<file path="src/rtl/pattern_phase_driver.sv">
// pattern_phase_driver: pattern buffer store that replays buffers onto P/N drivers after dead-time on each pwm edge
module pattern_phase_driver #(
    parameter int WIDTH = 8,
    parameter int NO_TWEAKS = 8,
    parameter int NO_BUFS = 8,
    parameter int DEADTIME = 2,
    localparam int FIELDS = 2 + 2 * (2 + NO_TWEAKS),
    localparam int BUFP_W = NO_BUFS > 1 ? $clog2(NO_BUFS) : 1,
    localparam int FIELDP_W = $clog2(FIELDS)
) (
    input  logic                          clk,
    input  logic                          rst,
    input  logic                          pwm,
    input  logic                          drive_en,
    input  logic [BUFP_W-1:0]             bufp_in,
    input  logic [FIELDP_W-1:0]           fieldp_in,
    input  logic [FIELDP_W-1:0]           fieldwp_in,
    input  logic [WIDTH-1:0]              field_in_in,
    input  logic                          field_write_in,
    output logic [WIDTH-1:0]              field_byte_out,
    output logic [WIDTH-1:0]              p_drive,
    output logic [WIDTH-1:0]              n_drive,
    output logic [WIDTH-1:0]              tweak_sense,
    output logic [WIDTH-1:0]              tweak_delay,
    output logic [NO_TWEAKS*WIDTH-1:0]    tweak_drive,
    output logic                          dead_active
);
    localparam logic [BUFP_W:0] NB = (BUFP_W + 1)'(NO_BUFS);
    localparam logic [BUFP_W-1:0] LAST = BUFP_W'(NO_BUFS - 1);
    localparam logic [FIELDP_W:0] NF = (FIELDP_W + 1)'(FIELDS);
    localparam logic [7:0] DT = 8'(DEADTIME);
    localparam int PN = 4 + NO_TWEAKS;
    logic [WIDTH-1:0] store [NO_BUFS][FIELDS];
    logic pwm_prev;
    logic [BUFP_W-1:0] buf_sel;
    logic [7:0] dead_cnt;
    logic pwm_edge, off, wr_ok, rd_ok;
    logic [WIDTH-1:0] p_nx, n_nx, s_nx, d_nx;
    logic [NO_TWEAKS*WIDTH-1:0] t_nx;
    assign pwm_edge = pwm != pwm_prev;
    assign off = !drive_en || dead_cnt != 8'd0;
    assign wr_ok = field_write_in && {1'b0, bufp_in} < NB && {1'b0, fieldwp_in} < NF;
    assign rd_ok = {1'b0, bufp_in} < NB && {1'b0, fieldp_in} < NF;
    // drive values come from the pre-edge phase and selection
    always_comb begin
        t_nx = '0;
        p_nx = off || !pwm_prev ? '1 : store[buf_sel][0];
        n_nx = off || pwm_prev ? '0 : store[buf_sel][1];
        s_nx = off ? '0 : pwm_prev ? store[buf_sel][2] : store[buf_sel][PN];
        d_nx = off ? '0 : pwm_prev ? store[buf_sel][3] : store[buf_sel][PN+1];
        for (int k = 0; k < NO_TWEAKS; k++)
            t_nx[k*WIDTH +: WIDTH] = off ? '0 : pwm_prev ? store[buf_sel][4+k] : store[buf_sel][PN+2+k];
    end
    always_ff @(posedge clk) begin
        if (rst) begin
            for (int b = 0; b < NO_BUFS; b++)
                for (int f = 0; f < FIELDS; f++)
                    store[b][f] <= '0;
            pwm_prev <= 1'b0;
            buf_sel <= '0;
            dead_cnt <= '0;
            field_byte_out <= '0;
            p_drive <= '1;
            n_drive <= '0;
            tweak_sense <= '0;
            tweak_delay <= '0;
            tweak_drive <= '0;
            dead_active <= 1'b0;
        end else begin
            if (wr_ok)
                store[bufp_in][fieldwp_in] <= field_in_in;
            field_byte_out <= rd_ok ? store[bufp_in][fieldp_in] : '0;
            if (pwm_edge) begin
                pwm_prev <= pwm;
                buf_sel <= '0;
                dead_cnt <= DT;
            end else if (dead_cnt != 8'd0) begin
                dead_cnt <= dead_cnt - 8'd1;
                buf_sel <= '0;
            end else if (buf_sel != LAST) begin
                buf_sel <= buf_sel + 1'b1;
            end
            p_drive <= p_nx;
            n_drive <= n_nx;
            tweak_sense <= s_nx;
            tweak_delay <= d_nx;
            tweak_drive <= t_nx;
            dead_active <= dead_cnt != 8'd0;
        end
    end
endmodule

</file>
<file path="config.mk">
export PLATFORM = sky130hd
export DESIGN_NAME = pattern_phase_driver
export DESIGN_NICKNAME = d
export VERILOG_FILES = /design/src/rtl/pattern_phase_driver.sv
export SDC_FILE = /design/constraint.sdc
export NUM_CORES = 2
export LEC_CHECK = 0
export ABC_AREA = 1
export BUFFER_PORTS_ARGS = -buffer_cell sky130_fd_sc_hd__buf_4
export CAP_MARGIN = 20
export CORE_ASPECT_RATIO = 1.25
export CORE_MARGIN = 5
export CORE_UTILIZATION = 50
export CTS_CLUSTER_DIAMETER = 150
export CTS_CLUSTER_SIZE = 8
export DETAILED_ROUTE_END_ITERATION = 6
export PLACE_DENSITY = 0.68
export SLEW_MARGIN = 20
export SYNTH_ARGS = -nofsm -noshare
export SYNTH_HDL_FRONTEND = slang
export SYNTH_SLANG_ARGS = --single-unit
</file>
<file path="constraint.sdc">
create_clock -name clk -period 2 [get_ports clk]
set_input_delay 0 -clock clk [delete_from_list [all_inputs] [get_ports clk]]
set_output_delay 0 -clock clk [all_outputs]
set_load 0.05 [all_outputs]
</file>
==> results.md <==
* Largest net degree at the start of global routing at 77
* Slew margin rel. at 51.9%
* GP Congestion at 1.02
* Die height at 457 um
* Post-detail-place hpwl at 240000 um
* Initial antenna violation count at 13
* # IOs at 131
* Share of cells above drive strength 1 at 16.5%
* First-pass GRT wire length at 484000 um
* Area of the mapped netlist at 0.0801 mm^2
* Post-synth EDFFs at 1408
* Crit end category: flip-flop
* Final worst slack at -0.0712 ns
* Pint at 62.7 mW
* Post-Route WL at 339000 um
* Count of unique library cells instantiated by Yosys at 41
* DRC Markers at 11
* H-tree depth at 4
* Buffers on Ports at 130
* DR vias/cell at 6.11
* Unrepaired setup endpoints after global routing: true
* Cell depth of the worst flop-to-flop path at 7
* Yosys top cell by area: edfxtp_1
* Worst vdd ir at 0.00102 V
* Startpoint types: flip-flop
* TritonCTS clock tree: yes
* Worst-path fanout max at 56
* Vias at 75.7k
* Top cell type's share of synthesized area at 52.8%
* TritonCTS Buffers at 208
* Tcrit/Tclk final at 104%
* First DRT Iteration DRCs at 10.1k
* Total die area at 0.168 mm^2
* Final period demand of the worst path at 2.07 ns
* Fillers at 13.7k
* Hold crit path type: in -> reg
* Worst path arrival time at 2.80 ns
* Hold Crit Depth at 4
* Violations in the final reports: design-rule violations, negative setup slack
* Final ANT Viol Nets at 0
* Cell Rows at 164
* Skew final at 0.0344 ns
* DR pass1 iterations at 7
* Starting density of the core at 50.2%
* Finished Layout Cells at 12.4k
* Sw Pwr at 27.8 mW
* Fin. max-slew vios at 0
* Max cap viols at 0
* Power per Cell Area at 918 mW/mm^2
* Worst Path Required at 2.73 ns
* Clk slew on worst S/H paths at 0.05 ns
* Part of the power in registers at 41.9%
* CTS max path bufs at 3
* Lkg Pwr at 41.2 nW
* FF+latch count, synth at 1528
* Clock Power Share at 37.2%
* Clock Sinks at 1528
* WL/cell at 27.4 um
* Setup CP Type: reg -> reg
* Synthesized area per cell at 8.42 um^2
* Top cells by area, synth: edfxtp_1, nand2_1, nor2_1, o21ai_0, inv_1
* Syn_nets at 9539
* Final Hold Fails at 0
* Vias in the first global route at 72.3k
* Status: finished, violations left
* Final number of setup-violating endpoints at 25
* Synthesized instance count at 9508
* Combinational power share at 20.9%
* Grt total ovfl at 0
* CTS Root Cell: clkbuf_16
* Hold_ws at 0.0866 ns
* Core area at 0.160 mm^2
* Fmax at 483 MHz
* Die Wd at 368 um
* Ys async rst share at 0%
* Worst-Margin Slew at 0.715 ns
* Overall Global Routing Usage at 39.1%
* Placed cells at 12.0k
* Number of synthesis warnings at 0
* Net Sw Frac at 30.7%
* Final #Nets at 10.2k
* Register area share after synthesis at 55.8%
* Tot Pwr at 90.5 mW
* Clk Latency, worst-skew pair at 0.86 ns
* Area growth from synthesis to layout at 23.2%
* Top FF cell, synth: edfxtp_1
-- critical path, stage by stage, from the launching register on --
cell	delay [ns]
dfxtp_4	0.42
buf_12	0.28
buf_16	0.27
a21oi_1	0.09
o21ai_0	0.10
o211ai_1	0.20
a32o_2	0.35
buf_4	0.15
-- registers in the layout, summed over array words and instances (netlist names), named ones only --
register / count
tweak_sense: 8
field_byte_out: 8
tweak_drive: 64
pwm_prev: 1
buf_sel: 3
store: 1408
dead_cnt: 8
dead_active: 1
tweak_delay: 8
n_drive: 8
p_drive: 8
-- per-layer routing --
| layer | vias up | GRT usage [%] | part of all wire, % |
|---|---|---|---|
| li1 | 33200 | - | - |
| met1 | 36000 | 47.8 | 35 |
| met2 | 5274 | 62.9 | 46 |
| met3 | 1215 | 7.55 | 11 |
| met4 | 6 | 26.7 | 8.4 |
| met5 | - | 0 | 0.070 |
-- layout make-up --
cell class                 count  area (um^2)  share of cell area (%)
timing repair buffer        1147        11800                    12.0
multi-input combinational   6379        30000                    30.4
clock buffer                 364         5940                    6.02
antenna                       11         27.5                  0.0279
sequential                  1528        44700                    45.3
inverter                     878         3400                    3.45
clock inverter                 8          143                   0.145
tap                         2075         2600                    2.63
-- final timing paths --
kind	start	endpoint	slack, ns
worst min register to register	dead_cnt[5]	dead_cnt[5]	0.47
worst min-delay path	rst	dead_active	0.09
worst max register to register	flip-flop	tweak_drive[44]	-0.07
worst max-delay path	flip-flop	tweak_drive[44]	-0.07
-- synthesized netlist by cell type, types with 5 or more instances --
library cell	number
buf_2	151
a32o_1	63
ha_1	5
nand2_2	81
clkbuf_1	500
dfxtp_1	120
o21ai_0	752
inv_1	858
a211oi_1	6
clkinv_1	11
inv_2	9
a22oi_1	13
o221ai_1	22
o21ai_1	15
a31oi_1	66
nor3_1	16
nand3_1	613
o211ai_1	374
nor2_2	14
or2_2	42
edfxtp_1	1408
nor2_1	1783
o22ai_1	11
buf_1	60
a311oi_1	8
nand2_1	1928
buf_4	12
xor2_1	6
o2bb2ai_1	5
nand3b_1	7
nand4_1	30
a21oi_1	507
-- timing repair --
| item | 4_1_cts | 5_1_grt |
|---|---|---|
| endpoints found under the setup margin | 47 | 110 |
| pin swaps | 2 | 39 |
| hold buffers | 18 | 0 |
| cloned | 2 | 3 |
| endpoints found under the hold margin | 1460 | 0 |
| gates resized for setup | 53 | 185 |
| setup buffers | 1 | 8 |
-- logic make-up (layout without fill, tap and decap cells) --
kind of cell | Yosys count | after routing | synth area share, %
flops | 1528 | 1528 | 55.8
compound gates | 1845 | 1845 | 13.4
fa+ha+maj | 5 | 5 | 0.0781
other cells | 0 | 11 | 0
xor+xnor | 7 | 7 | 0.0766
buf+inv | 1601 | 2397 | 7.80
simple gates | 4522 | 4522 | 22.8
-- power by group through the flow --
stage,sequential (mW),combinational (mW),clock [mW]
6_report,37.9,18.9,33.7
5_1_grt,38.0,19.8,35.1
4_1_cts,37.8,17.8,33.8
3_5_place_dp,38.4,17.5,0
3_3_place_gp,38.4,17.4,0
2_1_floorplan,39.0,8.29,0
-- metrics by stage --
step,setup TNS [ns],worst slack (ns),area [um^2],utilization [%]
global placement,-10.64,-0.598,91200,57.1
global route,-4.45,-0.149,98600,61.8
floorplan,0,0.102,80100,-
CTS,-0.346,-0.0632,97700,61.2
finish,-0.710,-0.0712,98600,61.8
detailed placement,-16.47,-0.592,91200,57.1
-- placed cells by master, fill, tap and decap left out, types with 27 or more instances in the layout --
cell type,n
edfxtp_1,1408
nor2_1,1764
nand3_1,579
nand2_2,100
a21oi_1,506
o211ai_1,374
or2_2,42
clkbuf_1,149
inv_1,851
o21ai_0,741
buf_12,228
nand2_1,1908
buf_4,876
a31oi_1,27
nand3_2,30
nand4_1,30
clkbuf_16,218
dfxtp_1,113
a32o_2,50
(Power assumes the default switching activity.)
